## src/rtl/regfile_ctx_stack.sv

```systemverilog
`default_nettype none
// ============================================================================
// Module   : regfile_ctx_stack
// Brief    : SimpleRISC register file with a nested interrupt context stack and
//            a save/restore FSM. Define REGFILE_R0_ZERO_EN to hardwire reg 0 to 0.
// Revision : 1.0
// ============================================================================
module regfile_ctx_stack #(
  parameter int DATA_W    = 32,
  parameter int NUM_REGS  = 16,
  parameter int NUM_RD    = 2,
  parameter int CTX_DEPTH = 4,
  parameter int EPC_IDX   = 12,
  parameter int FLAGS_IDX = 13,
  parameter int SP_IDX    = 14,
  parameter int SP_RESET  = 25,
  localparam int AW       = $clog2(NUM_REGS),
  localparam int DW       = $clog2(CTX_DEPTH + 1)
) (
  input  logic                     clk,
  input  logic                     rst,
  input  logic [NUM_RD*AW-1:0]     rs,
  output logic [NUM_RD*DATA_W-1:0] rd,
  input  logic [AW-1:0]            rd_ra,
  input  logic                     isWb,
  input  logic [DATA_W-1:0]        data,
  output logic                     wb_stall,
  input  logic                     interrupt,
  input  logic [DATA_W-1:0]        pc_EX,
  input  logic [1:0]               flags,
  input  logic                     Iret,
  output logic                     int_ack,
  output logic                     iret_ack,
  output logic [1:0]               flag_out,
  output logic [DATA_W-1:0]        ret_pc,
  output logic [DW-1:0]            ctx_depth,
  output logic                     ctx_err
);

  localparam int SW = (CTX_DEPTH > 1) ? $clog2(CTX_DEPTH) : 1;

  typedef enum logic [1:0] {
    ST_IDLE    = 2'd0,
    ST_SAVE_PC = 2'd1,
    ST_SAVE_FL = 2'd2,
    ST_RESTORE = 2'd3
  } state_t;

  state_t              state_q, state_d;
  logic [DATA_W-1:0]   regs_q     [NUM_REGS];
  logic [DATA_W-1:0]   regs_d     [NUM_REGS];
  logic [DATA_W-1:0]   stack_pc_q [CTX_DEPTH];
  logic [DATA_W-1:0]   stack_pc_d [CTX_DEPTH];
  logic [1:0]          stack_fl_q [CTX_DEPTH];
  logic [1:0]          stack_fl_d [CTX_DEPTH];
  logic [DW-1:0]       depth_q, depth_d;
  logic                int_pend_q, int_pend_d;
  logic                iret_pend_q, iret_pend_d;
  logic [DATA_W-1:0]   pend_pc_q, pend_pc_d;
  logic [1:0]          pend_fl_q, pend_fl_d;
  logic [1:0]          flag_out_q, flag_out_d;
  logic [DATA_W-1:0]   ret_pc_q, ret_pc_d;
  logic                ctx_err_q, ctx_err_d;

  logic [SW-1:0]       w_top_idx;
  logic [SW-1:0]       w_push_idx;
  logic                w_full;
  logic                w_empty;
  logic                w_fsm_we;
  logic [AW-1:0]       w_fsm_addr;
  logic [DATA_W-1:0]   w_fsm_data;
  logic                w_we;
  logic [AW-1:0]       w_waddr;
  logic [DATA_W-1:0]   w_wdata;

  assign w_top_idx  = SW'(depth_q - DW'(1));
  assign w_push_idx = SW'(depth_q);
  assign w_full     = (depth_q == DW'(CTX_DEPTH));
  assign w_empty    = (depth_q == '0);

  assign wb_stall  = (state_q == ST_SAVE_PC) || (state_q == ST_SAVE_FL);
  assign int_ack   = (state_q == ST_SAVE_FL);
  assign iret_ack  = (state_q == ST_RESTORE);
  assign flag_out  = flag_out_q;
  assign ret_pc    = ret_pc_q;
  assign ctx_depth = depth_q;
  assign ctx_err   = ctx_err_q;

  always_comb begin
    state_d     = state_q;
    depth_d     = depth_q;
    stack_pc_d  = stack_pc_q;
    stack_fl_d  = stack_fl_q;
    int_pend_d  = int_pend_q;
    iret_pend_d = iret_pend_q;
    pend_pc_d   = pend_pc_q;
    pend_fl_d   = pend_fl_q;
    flag_out_d  = flag_out_q;
    ret_pc_d    = ret_pc_q;
    ctx_err_d   = ctx_err_q;
    w_fsm_we    = 1'b0;
    w_fsm_addr  = '0;
    w_fsm_data  = '0;

    case (state_q)
      ST_IDLE: begin
        if (int_pend_q) begin
          int_pend_d = 1'b0;
          if (!w_full) begin
            stack_pc_d[w_push_idx] = pend_pc_q;
            stack_fl_d[w_push_idx] = pend_fl_q;
            depth_d                = depth_q + DW'(1);
            state_d                = ST_SAVE_PC;
          end else begin
            ctx_err_d = 1'b1;
          end
        end else if (iret_pend_q) begin
          iret_pend_d = 1'b0;
          if (!w_empty) begin
            flag_out_d = stack_fl_q[w_top_idx];
            ret_pc_d   = stack_pc_q[w_top_idx];
            depth_d    = depth_q - DW'(1);
            state_d    = ST_RESTORE;
          end else begin
            ctx_err_d = 1'b1;
          end
        end
      end
      // Save states write from the stack top, not the pending capture, which
      // may already hold a newer interrupt's context.
      ST_SAVE_PC: begin
        w_fsm_we   = 1'b1;
        w_fsm_addr = AW'(EPC_IDX);
        w_fsm_data = stack_pc_q[w_top_idx];
        state_d    = ST_SAVE_FL;
      end
      ST_SAVE_FL: begin
        w_fsm_we   = 1'b1;
        w_fsm_addr = AW'(FLAGS_IDX);
        w_fsm_data = DATA_W'(stack_fl_q[w_top_idx]);
        state_d    = ST_IDLE;
      end
      ST_RESTORE: begin
        state_d = ST_IDLE;
      end
      default: begin
        state_d = ST_IDLE;
      end
    endcase

    if (interrupt) begin
      if (int_pend_q) begin
        ctx_err_d = 1'b1;
      end else begin
        int_pend_d = 1'b1;
        pend_pc_d  = pc_EX;
        pend_fl_d  = flags;
      end
    end
    if (Iret) begin
      if (iret_pend_q) begin
        ctx_err_d = 1'b1;
      end else begin
        iret_pend_d = 1'b1;
      end
    end
  end

  // Single effective write port: FSM saves take precedence over writeback.
  always_comb begin
    w_we    = w_fsm_we || (isWb && !wb_stall);
    w_waddr = w_fsm_we ? w_fsm_addr : rd_ra;
    w_wdata = w_fsm_we ? w_fsm_data : data;
`ifdef REGFILE_R0_ZERO_EN
    if (w_waddr == '0) begin
      w_we = 1'b0;
    end
`endif
    regs_d = regs_q;
    if (w_we) begin
      regs_d[w_waddr] = w_wdata;
    end
  end

  always_comb begin
    rd = '0;
    for (int k = 0; k < NUM_RD; k++) begin
      if (w_we && (w_waddr == rs[k*AW +: AW])) begin
        rd[k*DATA_W +: DATA_W] = w_wdata;
      end else begin
        rd[k*DATA_W +: DATA_W] = regs_q[rs[k*AW +: AW]];
      end
`ifdef REGFILE_R0_ZERO_EN
      if (rs[k*AW +: AW] == '0) begin
        rd[k*DATA_W +: DATA_W] = '0;
      end
`endif
    end
  end

  always_ff @(posedge clk) begin
    if (rst) begin
      state_q     <= ST_IDLE;
      depth_q     <= '0;
      int_pend_q  <= 1'b0;
      iret_pend_q <= 1'b0;
      pend_pc_q   <= '0;
      pend_fl_q   <= '0;
      flag_out_q  <= '0;
      ret_pc_q    <= '0;
      ctx_err_q   <= 1'b0;
      for (int i = 0; i < NUM_REGS; i++) begin
        regs_q[i] <= (i == SP_IDX) ? DATA_W'(SP_RESET) : '0;
      end
      for (int j = 0; j < CTX_DEPTH; j++) begin
        stack_pc_q[j] <= '0;
        stack_fl_q[j] <= '0;
      end
    end else begin
      state_q     <= state_d;
      depth_q     <= depth_d;
      int_pend_q  <= int_pend_d;
      iret_pend_q <= iret_pend_d;
      pend_pc_q   <= pend_pc_d;
      pend_fl_q   <= pend_fl_d;
      flag_out_q  <= flag_out_d;
      ret_pc_q    <= ret_pc_d;
      ctx_err_q   <= ctx_err_d;
      regs_q      <= regs_d;
      stack_pc_q  <= stack_pc_d;
      stack_fl_q  <= stack_fl_d;
    end
  end

endmodule
`default_nettype wire

```

## config.mk

```make
export PLATFORM = sky130hd
export DESIGN_NAME = regfile_ctx_stack
export DESIGN_NICKNAME = d
export VERILOG_FILES = /design/src/rtl/regfile_ctx_stack.sv
export SDC_FILE = /design/constraint.sdc
export NUM_CORES = 2
export LEC_CHECK = 0
export ABC_AREA = 1
export CAP_MARGIN = 25
export CORE_MARGIN = 10
export CORE_UTILIZATION = 50
export CTS_CLUSTER_DIAMETER = 100
export DETAILED_ROUTE_END_ITERATION = 6
export PLACE_DENSITY_LB_ADDON = 0.25
export SLEW_MARGIN = 40
export SYNTH_ARGS = -nofsm -noshare
export SYNTH_HDL_FRONTEND = slang
export SYNTH_SLANG_ARGS = --single-unit
```

## constraint.sdc

```tcl
create_clock -name clk -period 8.2 [get_ports clk]
set_clock_uncertainty 0.15 [all_clocks]
set_input_delay 1.64 -clock clk [delete_from_list [all_inputs] [get_ports clk]]
set_output_delay 1.64 -clock clk [all_outputs]
set_load 0.05 [all_outputs]
```

==> results.yml <==
die:
  ios: 188
  dieArea_mm2: 0.0892
  fp.dieW_um: 299
  rows: 102
  fp.dieH_um: 299
  start_util: 0.503
  coreArea_mm2: 0.0772
pwr:
  p_leak_nw: 20.4
  p_total_mw: 12.1
  p_per_area_mw_per_mm2: 273
  peakVddDrop_v: 0.000211
clocking:
  cts_tree: "built"
  clk-insertion-delay-late_ns: 0.65
  numCtsBuffers: 81
  clkTransAtPathRegs_ns: 0.06
  htree_levels: 3
  cts_root_buffer: "clkbuf_16"
  post_cts_buffers: 0
  cts_hold_buf: 0
  cts_resized: 0
  cts.sinks: 724
  clock_path_buffers: 3
min_path:
  hold_class: "flip-flop to flip-flop"
  min_to: "stack_pc_q[72]"
  hold_start: "stack_pc_q[72]"
  whs_path_depth: 2
setup_path:
  r2r_start: "ctx_depth[0]"
  r2r_slack_ns: 3.75
  rr_worst_depth: 10
  worstSetupPathType: "flip-flop to primary output"
  required_ns: 6.41
  cp.arrival_ns: 4.87
  end_kind: "primary output"
  reg2reg_to: "regs_q[36]"
  worstPathMaxFanout: 41
  start_kind: "flip-flop"
routing:
  num_vias: 42300
  first_pass_iters: 6
  drt-total-wl_um: 147000
  dr.first_iter.drc_count: 6010
  vias_per_cell: 5.74
  drc: 0
  ant_nets: 0
  post_drt_wl_per_cell_um: 20.0
global_routing:
  globalRouteTotalUtil: 0.316
  grt_pass1_wl_um: 226000
  overflow: 0
  grt_max_degree: 204
  grt_pass1_vias: 38500
  antenna_found_initial: 0
final_layout:
  final_util: 0.571
  multi_input_area_mm2: 0.0201
  syn_to_final_growth_pct: 13.7
  layout.nets: 6348
  final.fill_count: 7478
  seq_area_mm2: 0.0145
  post_route_cells_drive_above_1_share: 0.0546
run:
  max_cap_viol_count: 0
sta:
  finalHoldViolCount: 0
  slew_viol_final: 0
  worst_slew_pin_slew_ns: 1.01
  fin_crit_ns: 6.66
  setup_viol: 0
  grt_setup_unrepaired: "no"
  setup-tns-final_ns: 0
  fmax_mhz: 150
  slew_headroom: 0.324
  period_share: 0.812
synthesis:
  syn-num-nets: 6506
  syn_inst: 6413
  ys_async_sr_fraction: 0
  synth_top_family_by_area: "simple AND/OR/NAND/NOR gates"
  synth_xor_xnor_area_share: 0.000902
  synthDistinctLibCells: 30
  synth_compound_area_frac: 0.138
  synth_mux_area_frac: 0.000290
  ys_ff_latch: 724
  ys.flop_type: "dfxtp_1"
  ys_seq_area_frac: 0.373
  yosys_warnings: 0
  synthSimpleGateAreaFrac: 0.374
  synthAdderAreaFrac: 0.00322
  syn_area_per_cell_um2: 6.05
  syn_area_mm2: 0.0388
  synth-edff-count: 0
place:
  io_buffers: 187
  place_hpwl_um: 79900
  globalplace.congestion: 0.856
status:
  status: "complete, no violations"
==> power breakdown <==
| part | switching, mW | total [mW] | internal, mW |
|---|---|---|---|
| combinational | 3.00 | 4.14 | 1.14 |
| sequential | 0.295 | 4.22 | 3.92 |
| clock | 1.58 | 3.71 | 2.13 |
==> cells by family (layout without fill, tap and decap cells) <==
family	after synthesis	after routing
buf+inv	1104	1010
simple gates	3503	3503
fa+ha+maj	10	10
mux	1	1
flops	724	724
xor+xnor	4	4
compound gates	1067	1067
other cells	0	4
==> synthesized netlist by cell type (all sizes together) (2+ instances only) <==
| master | number | share of area |
|---|---|---|
| nand2 | 1825 | 0.18 |
| nand3 | 971 | 0.13 |
| dfxtp | 724 | 0.37 |
| nor2 | 707 | 0.071 |
| o21ai | 645 | 0.083 |
| inv | 597 | 0.058 |
| a21oi | 418 | 0.054 |
| clkbuf | 385 | 0.037 |
| buf | 119 | 0.014 |
| ha | 10 | 0.0032 |
| clkinv | 3 | 0.00029 |
| xor2 | 3 | 0.00068 |
| a31oi | 2 | 0.00048 |
==> worst max-delay path: stages (launching register included) <==
cell and delay, ns:
dfxtp_4 0.54, clkinv_2 0.63, ha_1 0.60, inv_2 0.43
buf_4 0.53, a21oi_1 0.07, o21ai_0 0.14, nand3_1 0.16
nand2_1 0.48, nand2_1 0.10, nand2_1 0.29, buf_12 0.18
==> layer usage <==
metal  global-route usage  vias up  part of all wire
met3               0.0704      490              0.12
met1                0.414    19200              0.40
met5                    0        -                 0
li1                     -    20000                 -
met2                0.483     2552              0.42
met4                0.161        0             0.055
==> through the flow <==
stage / setup WS (ns) / hold WS [ns] / std cells / area [um2]
2_1_floorplan: 3.23 / 0.274 / 6413 / 38800
3_3_place_gp: 1.85 / 0.284 / 7210 / 41300
3_5_place_dp: 2.06 / 0.290 / 7210 / 41400
4_1_cts: 1.81 / 0.299 / 7357 / 44100
5_1_grt: 1.25 / 0.323 / 7359 / 44100
6_report: 1.54 / 0.295 / 7363 / 44100
==> cell usage in the layout, fill, tap and decap left out, types with 16 or more instances in the layout <==
master,instances
nor2_1,688
clkbuf_16,81
clkbuf_8,30
o21ai_0,571
clkbuf_1,18
nand2_1,1812
dfxtp_1,723
nand3_1,964
nor2_4,16
clkdlybuf4s50_1,114
o21ai_1,74
buf_12,70
buf_4,64
inv_1,573
a21oi_1,417
==> worst max path at each step <==
stage / start / end / slack (ns) / depth (start not counted)
2_1_floorplan: rs[4] / rd[55] / 3.23 / 12
3_3_place_gp: rs[0] / rd[31] / 1.85 / 11
3_5_place_dp: rs[1] / rd[18] / 2.06 / 11
4_1_cts: ctx_depth[0] / rd[44] / 1.81 / 11
5_1_grt: ctx_depth[0] / rd[44] / 1.25 / 11
6_report: ctx_depth[0] / rd[38] / 1.54 / 11
==> layout make-up <==
class,instances,share of cell area
multi-input cells,4585,0.456
flip-flops and latches,724,0.329
repair buffers,263,0.0726
clock buffers,127,0.0562
inverters,600,0.0521
well taps,1040,0.0295
clock inverters,20,0.00493
diodes,4,0.000227
==> sequential cells by signal (all words and copies together), names as in the netlist <==
register and flops:
stack_pc_q 128, ret_pc 32, ctx_err 1, flag_out 2
int_pend_q 1, state_q 2, iret_pend_q 1, stack_fl_q 8
pend_fl_q 2, regs_q 512, pend_pc_q 32, ctx_depth 3
Note: power is estimated with default switching activity, not from simulation.
